[src/rtl/page_stream_src.sv]
//------------------------------------------------------------------------------
// page_stream_src : burst token source for a page queue (data tokens then EOS)
// Rev 1.0
//------------------------------------------------------------------------------
`default_nettype none

module page_stream_src #(
    parameter int DW = 9,
    parameter int LW = 8
) (
    input  logic          clock,
    input  logic          reset,
    input  logic          cmd_start,
    input  logic [DW-1:0] cmd_base,
    input  logic [LW-1:0] cmd_len,
    output logic          cmd_busy,
    output logic          done,
    output logic [DW-1:0] s_d,
    output logic          s_e,
    output logic          s_v,
    input  logic          s_b
);

    localparam logic [1:0] S_IDLE = 2'd0;
    localparam logic [1:0] S_DATA = 2'd1;
    localparam logic [1:0] S_EOS  = 2'd2;

    logic [1:0]    state_q, state_d;
    logic [DW-1:0] data_q,  data_d;
    logic [LW-1:0] cnt_q,   cnt_d;
    logic          done_q,  done_d;
    logic          busy_q,  busy_d;
    logic          sv_q,    sv_d;
    logic          se_q,    se_d;
    logic [DW-1:0] sd_q,    sd_d;
    logic          xfer;

    assign xfer = sv_q & ~s_b;

    always_ff @(posedge clock) begin
        if (reset) begin
            state_q <= S_IDLE;
            data_q  <= '0;
            cnt_q   <= '0;
            done_q  <= 1'b0;
            busy_q  <= 1'b0;
            sv_q    <= 1'b0;
            se_q    <= 1'b0;
            sd_q    <= '0;
        end else begin
            state_q <= state_d;
            data_q  <= data_d;
            cnt_q   <= cnt_d;
            done_q  <= done_d;
            busy_q  <= busy_d;
            sv_q    <= sv_d;
            se_q    <= se_d;
            sd_q    <= sd_d;
        end
    end

    always_comb begin
        state_d = state_q;
        data_d  = data_q;
        cnt_d   = cnt_q;
        done_d  = 1'b0;
        case (state_q)
            S_IDLE: begin
                if (cmd_start) begin
                    data_d  = cmd_base;
                    cnt_d   = cmd_len;
                    state_d = (cmd_len == '0) ? S_EOS : S_DATA;
                end
            end
            S_DATA: begin
                if (xfer) begin
                    data_d = data_q + DW'(1);
                    cnt_d  = cnt_q - LW'(1);
                    if (cnt_q == LW'(1)) begin
                        state_d = S_EOS;
                    end
                end
            end
            S_EOS: begin
                if (xfer) begin
                    state_d = S_IDLE;
                    done_d  = 1'b1;
                end
            end
            default: state_d = S_IDLE;
        endcase
    end

    // Outputs are decoded from the next state so they leave the block registered.
    always_comb begin
        sv_d   = (state_d != S_IDLE);
        busy_d = (state_d != S_IDLE);
        se_d   = (state_d == S_EOS);
        sd_d   = (state_d == S_DATA) ? data_d : '0;
    end

    assign cmd_busy = busy_q;
    assign done     = done_q;
    assign s_v      = sv_q;
    assign s_e      = se_q;
    assign s_d      = sd_q;

endmodule

`default_nettype wire

[config.mk]
export PLATFORM = sky130hd
export DESIGN_NAME = page_stream_src
export DESIGN_NICKNAME = d
export VERILOG_FILES = /design/src/rtl/page_stream_src.sv
export SDC_FILE = /design/constraint.sdc
export NUM_CORES = 1
export LEC_CHECK = 0
export ABC_CLOCK_PERIOD_IN_PS = 2300
export CAP_MARGIN = 20
export CORE_MARGIN = 1.5
export CORE_UTILIZATION = 50
export DETAILED_ROUTE_END_ITERATION = 10
export PLACE_DENSITY = 0.78
export SYNTH_ARGS = -nofsm -noshare
export SYNTH_HDL_FRONTEND = slang
export SYNTH_SLANG_ARGS = --single-unit
[constraint.sdc]
create_clock -name clock -period 2.3 [get_ports clock]
set_clock_uncertainty 0.1 [all_clocks]
set_input_delay 0.46 -clock clock [delete_from_list [all_inputs] [get_ports clock]]
set_output_delay 0.46 -clock clock [all_outputs]
set_load 0.05 [all_outputs]
### Yosys cells after proc, flatten, opt, wreduce, memory -nomap -nowiden

Index checks and enable logic that the tools add are counted.

* register bits: 31
* input port bits: 21
* logic and storage cells: 40

* add/subtract/negate cells: 2
* equal/unequal tests: 7
* muxes and demuxes: 13
* bitwise gates (word level): 4
* reductions and logical operators: 7

Operators by type and width (number)
* $mux 9: 2
* $pmux 9 s2: 1
* $mux 8: 2
* $pmux 8 s2: 1
* $mux 2: 5
* $add 9x1->9 const B: 1
* $eq 8x1->1 const B: 1
* $logic_not 8->1: 1
* $sub 8x1->8 const B: 1
* $pmux 2 s3: 1
* $eq 2x1->1 const B: 2
* $eq 2x2->1 const B: 2
* $ne 2x2->1 const B: 2
* $reduce_bool 2->1: 2
* $reduce_or 2->1: 2
* $not 1->1: 3
* $reduce_and 3->1: 1
* $logic_not 2->1: 1
* $and 1x1->1: 1
* $mux 1: 1

### Logic depth before layout (Yosys ltp)

* depth in word-level cells: 7
* gate-level depth with buffers: 7
* mapped depth without buffers: 7

### Worst setup path after synthesis

OpenSTA, ideal clock, no wires.

* kind: flip-flop to flip-flop
* from: register sv_q (netlist: s_v)
* to: register sd_q[0] (netlist: s_d[0])
* setup time: 0.113 ns
* arrival: 1.613 ns
* slack: 0.474 ns
* cell stages (with the launch flop): 6
* buffers on the path: 0
* path through: dfxtp_1 -> nand2b_1 -> nor4_4 -> o32a_4 -> inv_4 -> and2_4

* longest elaborated chain between the ends: 6
* elaborated cells on any way between the ends: 9
* those cells by class: eq/ne: 1; mux: 5; bitwise: 2; reduce/logical: 1

Ends and longest elaborated chain
* start: declaration: line 33 `logic sv_q, sv_d;`
* start signal: assignment: line 56 `sv_q <= sv_d;`
* $and 1x1->1 (*): line 38 `assign xfer = sv_q & ~s_b;`
* $mux 2, on equally long branches: line 85, 76
* $pmux 2 s3: line 67 `case (state_q)`
* $eq 2x1->1: line 99 `sd_d = (state_d == S_DATA) ? data_d : '0;`
* $not 1->1 (no line)
* $reduce_or 2->1 (no line)
* end signal: assignment: line 49 `sd_q <= '0;`
* end signal: assignment: line 58 `sd_q <= sd_d;`
* end: declaration: line 35 `logic [DW-1:0] sd_q, sd_d;`

Every way passes the cells marked *; elsewhere a longest branch is shown, timed or not.
A chain may end at the register's enable or synchronous reset.

### Worst setup path in the final report

* from: register sv_q (netlist: s_v)
* to: output s_v

RTL lines
* end: declaration: line 20 `output logic s_v,`

No word-level cell between the ends.

==> summary.txt <==
Cells and area
  • Post-Route Utilization: 0.677
  • Commonest non-fill, non-tap cells in the layout: 33 x clkdlybuf4s50_1, 31 x dfxtp_1, 16 x nor2_1
  • Share of cells above drive strength 1: 0.102
  • Ant. Diodes: 0
  • Area grow syn2layout: 28.6%
  • Nets: ~250
  • Commonest non-fill, non-tap cell in the layout: clkdlybuf4s50_1

Synthesis
  • Primary FF master, synth: dfxtp_1
  • Mapped cell area: 1610 sq um
  • Gate Count Post-Synth: about 190
  • Post-synth ARST share: 0
  • Top-area cell type share of the netlist area: 0.386
  • Mapped Nets: 210
  • Synthesized area per cell: approximately 8.6 sq um
  • Sequential area share after synthesis: 0.386
  • Number of flops mapped to enable cells by yosys: 0
  • Synth area leaders: dfxtp_1 39%, nor2_1 3.7%, a21oi_1 3.4%
  • Yosys warns: 0
  • Cell taking the most area after synthesis: dfxtp_1
  • Number of library cell types mapped by synthesis: 48
  • Yosys reg bits: 31

Hold path
  • Worst Hold Class: reg -> reg

Clock tree
  • Cts hold-fix bufs: 0
  • Worst skew pair latency: roughly 0.33 ns
  • Setup repair bufs after CTS: 0
  • Root buf cell: clkbuf_4
  • H-Tree Depth: 2
  • Sink Count: 31
  • CTS tree: done
  • CTS resizes: 0
  • Worst-path clk slew: 0.10 ns
  • Num CTS Buffers: 5
  • Longest Clk Path Bufs: 2

STA
  • Final Hold Fails: 0
  • Period minus WS final: 2.17 ns
  • FMAX: between 400 and 500 MHz
  • Tcrit/Tclk final: 0.944
  • RSZ-0062 raised after global routing: no
  • Tightest Pin Transition: between 0.5 and 0.6 ns
  • Final setup viols: 0
  • Setup tns final: 0 ns
  • Relative slew margins: 0.665
  • Max Slew Vio Count: 0

Placement
  • Port bufs: 33
  • RePlAce Congestion: approximately 0.92
  • Final HPWL DP: approximately 3.1 mm

Worst setup path
  • Crit path buffers/inverters: 1
  • Slowest-stage cell, CP: clkdlybuf4s50_1
  • Flop-to-flop setup slack: between 0.4 and 0.5 ns
  • Reg-to-reg endpoint: s_d[0]
  • Crit-path max cell delay: about 0.84 ns
  • Critical path endpoint: s_v
  • Worst endpoint required time: ~1.7 ns
  • WP data arrival: around 1.6 ns
  • CP top delay family: buffers and inverters
  • Path type of the worst setup path: reg -> out
  • RR Startpoint: cnt_q[2]
  • CP max FO: 7
  • Critical path startpoint category: flop
  • Critical Path Start: s_v
  • R2R cell count: 5
  • Crit end category: output port
  • Worst-path cell chain: clkdlybuf4s50_1
  • CP Depth: 1

Job
  • Max Cap Viol: 0

Global routing
  • GR Util All Layers: 0.258
  • Largest net degree at the start of global routing: 17
  • Initial antenna violation count: 0
  • Gr ovfl total: 0
  • First-pass GRT wire length: 6.98 mm
  • Vias in the first global route: ~1600

Drt
  • Drt wl/cell: 15.4 um
  • TritonRoute pass-1 iters: 4
  • Initial DRC Count: 100
  • Routed WL: 4.15 mm
  • Via Count: about 1600
  • Vias per cell: between 5 and 6
  • DRC errors left: 0
  • Antenna Nets Post-Route: 0

Floorplan
  • I/O pins: 34
  • Die width: between 50 and 60 um
  • Core box area: 3050 sq um
  • Initial core utilization: 0.527
  • Row cnt: 20
  • Die height: about 60 um
  • Die ar.: 3560 sq um

Power and ir drop
  • Leak: 0.738 nW
  • Peak supply drop: approximately 500 uV
  • Pwr/cell area: around 640 nW/um^2

Outcome
  • Status: finished, final reports clean
report_power, final:
part	internal [mW]	switching (mW)	total, mW
logic	0.171	0.217	0.387
clock network	0.119	0.183	0.302
registers	0.581	0.0520	0.633
total	0.871	0.452	1.32
flip-flops by register name, summed over array words and instances, names as in the netlist:
| name | flops |
|---|---|
| data_q | 9 |
| s_d | 9 |
| cnt_q | 8 |
| state_q | 2 |
| done | 1 |
| s_e | 1 |
| s_v | 1 |
cells by family (layout without fill, tap and decap cells):
kind of cell / count (synthesis) / in the layout / share of synthesized area
compound gates: 62 / 62 / 0.271
buf+inv: 20 / 60 / 0.0514
flops: 31 / 31 / 0.386
simple gates: 65 / 65 / 0.237
fa+ha+maj: 3 / 3 / 0.0233
mux: 5 / 5 / 0.0319
per-stage QoR:
step | setup WS [ns] | total power [mW] | hold slack, ns | std cells | area [sq um]
after global routing | 0.0353 | 1.39 | 0.448 | 270 | 2070
final | 0.129 | 1.32 | 0.410 | 270 | 2070
after floorplan | 0.474 | 0.889 | 0.366 | 186 | 1610
after detailed placement | 0.0880 | 1.03 | 0.394 | 262 | 2020
after CTS | 0.104 | 1.33 | 0.407 | 270 | 2070
after global placement | 0.0867 | 1.01 | 0.381 | 262 | 2020
synth_stat cells, types with 2 or more instances:
cell and number:
and3_1 2, nand2b_1 5, a21oi_1 11, nor3_1 5, nor2b_1 4, a22oi_1 7, a21o_1 2, mux2i_1 4
and2_1 2, nand3b_1 3, and2_4 2, nand2_1 7, clkbuf_1 8, nor4_1 3, nor2_1 16, a211o_1 2
a211oi_1 3, dfxtp_1 31, or4_1 4, nand4_1 2, o31a_1 2, a31oi_1 6, o32ai_1 3, ha_1 3
nand3_1 5, o21ai_0 11, inv_1 9, o211ai_1 4
per-layer routing:
metal | routed length (um) | GRT usage | up-vias
met5 | 0 | 0 | -
met4 | 71 | 0.0794 | 0
met3 | 304 | 0.0649 | 12
met2 | 2090 | 0.461 | 68
met1 | 1690 | 0.301 | 738
li1 | - | - | 784
worst min-delay path by stage:
stage	from	end	depth (start not counted)
2_1_floorplan	cnt_q[5]	cnt_q[5]	2
3_3_place_gp	cnt_q[5]	cnt_q[5]	2
3_5_place_dp	cnt_q[5]	cnt_q[5]	2
4_1_cts	cnt_q[5]	cnt_q[5]	2
5_1_grt	cnt_q[5]	cnt_q[5]	2
6_report	cnt_q[5]	cnt_q[5]	2
area by class of cell:
cell class              count  area (sq um)
clock buffers               7          45.0
clock inverters             1          5.00
fillers                   268           985
inverters                  10          40.0
multi-input cells         135           905
flip-flops and latches     31           621
well taps                  44          55.1
repair buffers             42           398
Note: power is estimated with default switching activity, not from simulation.
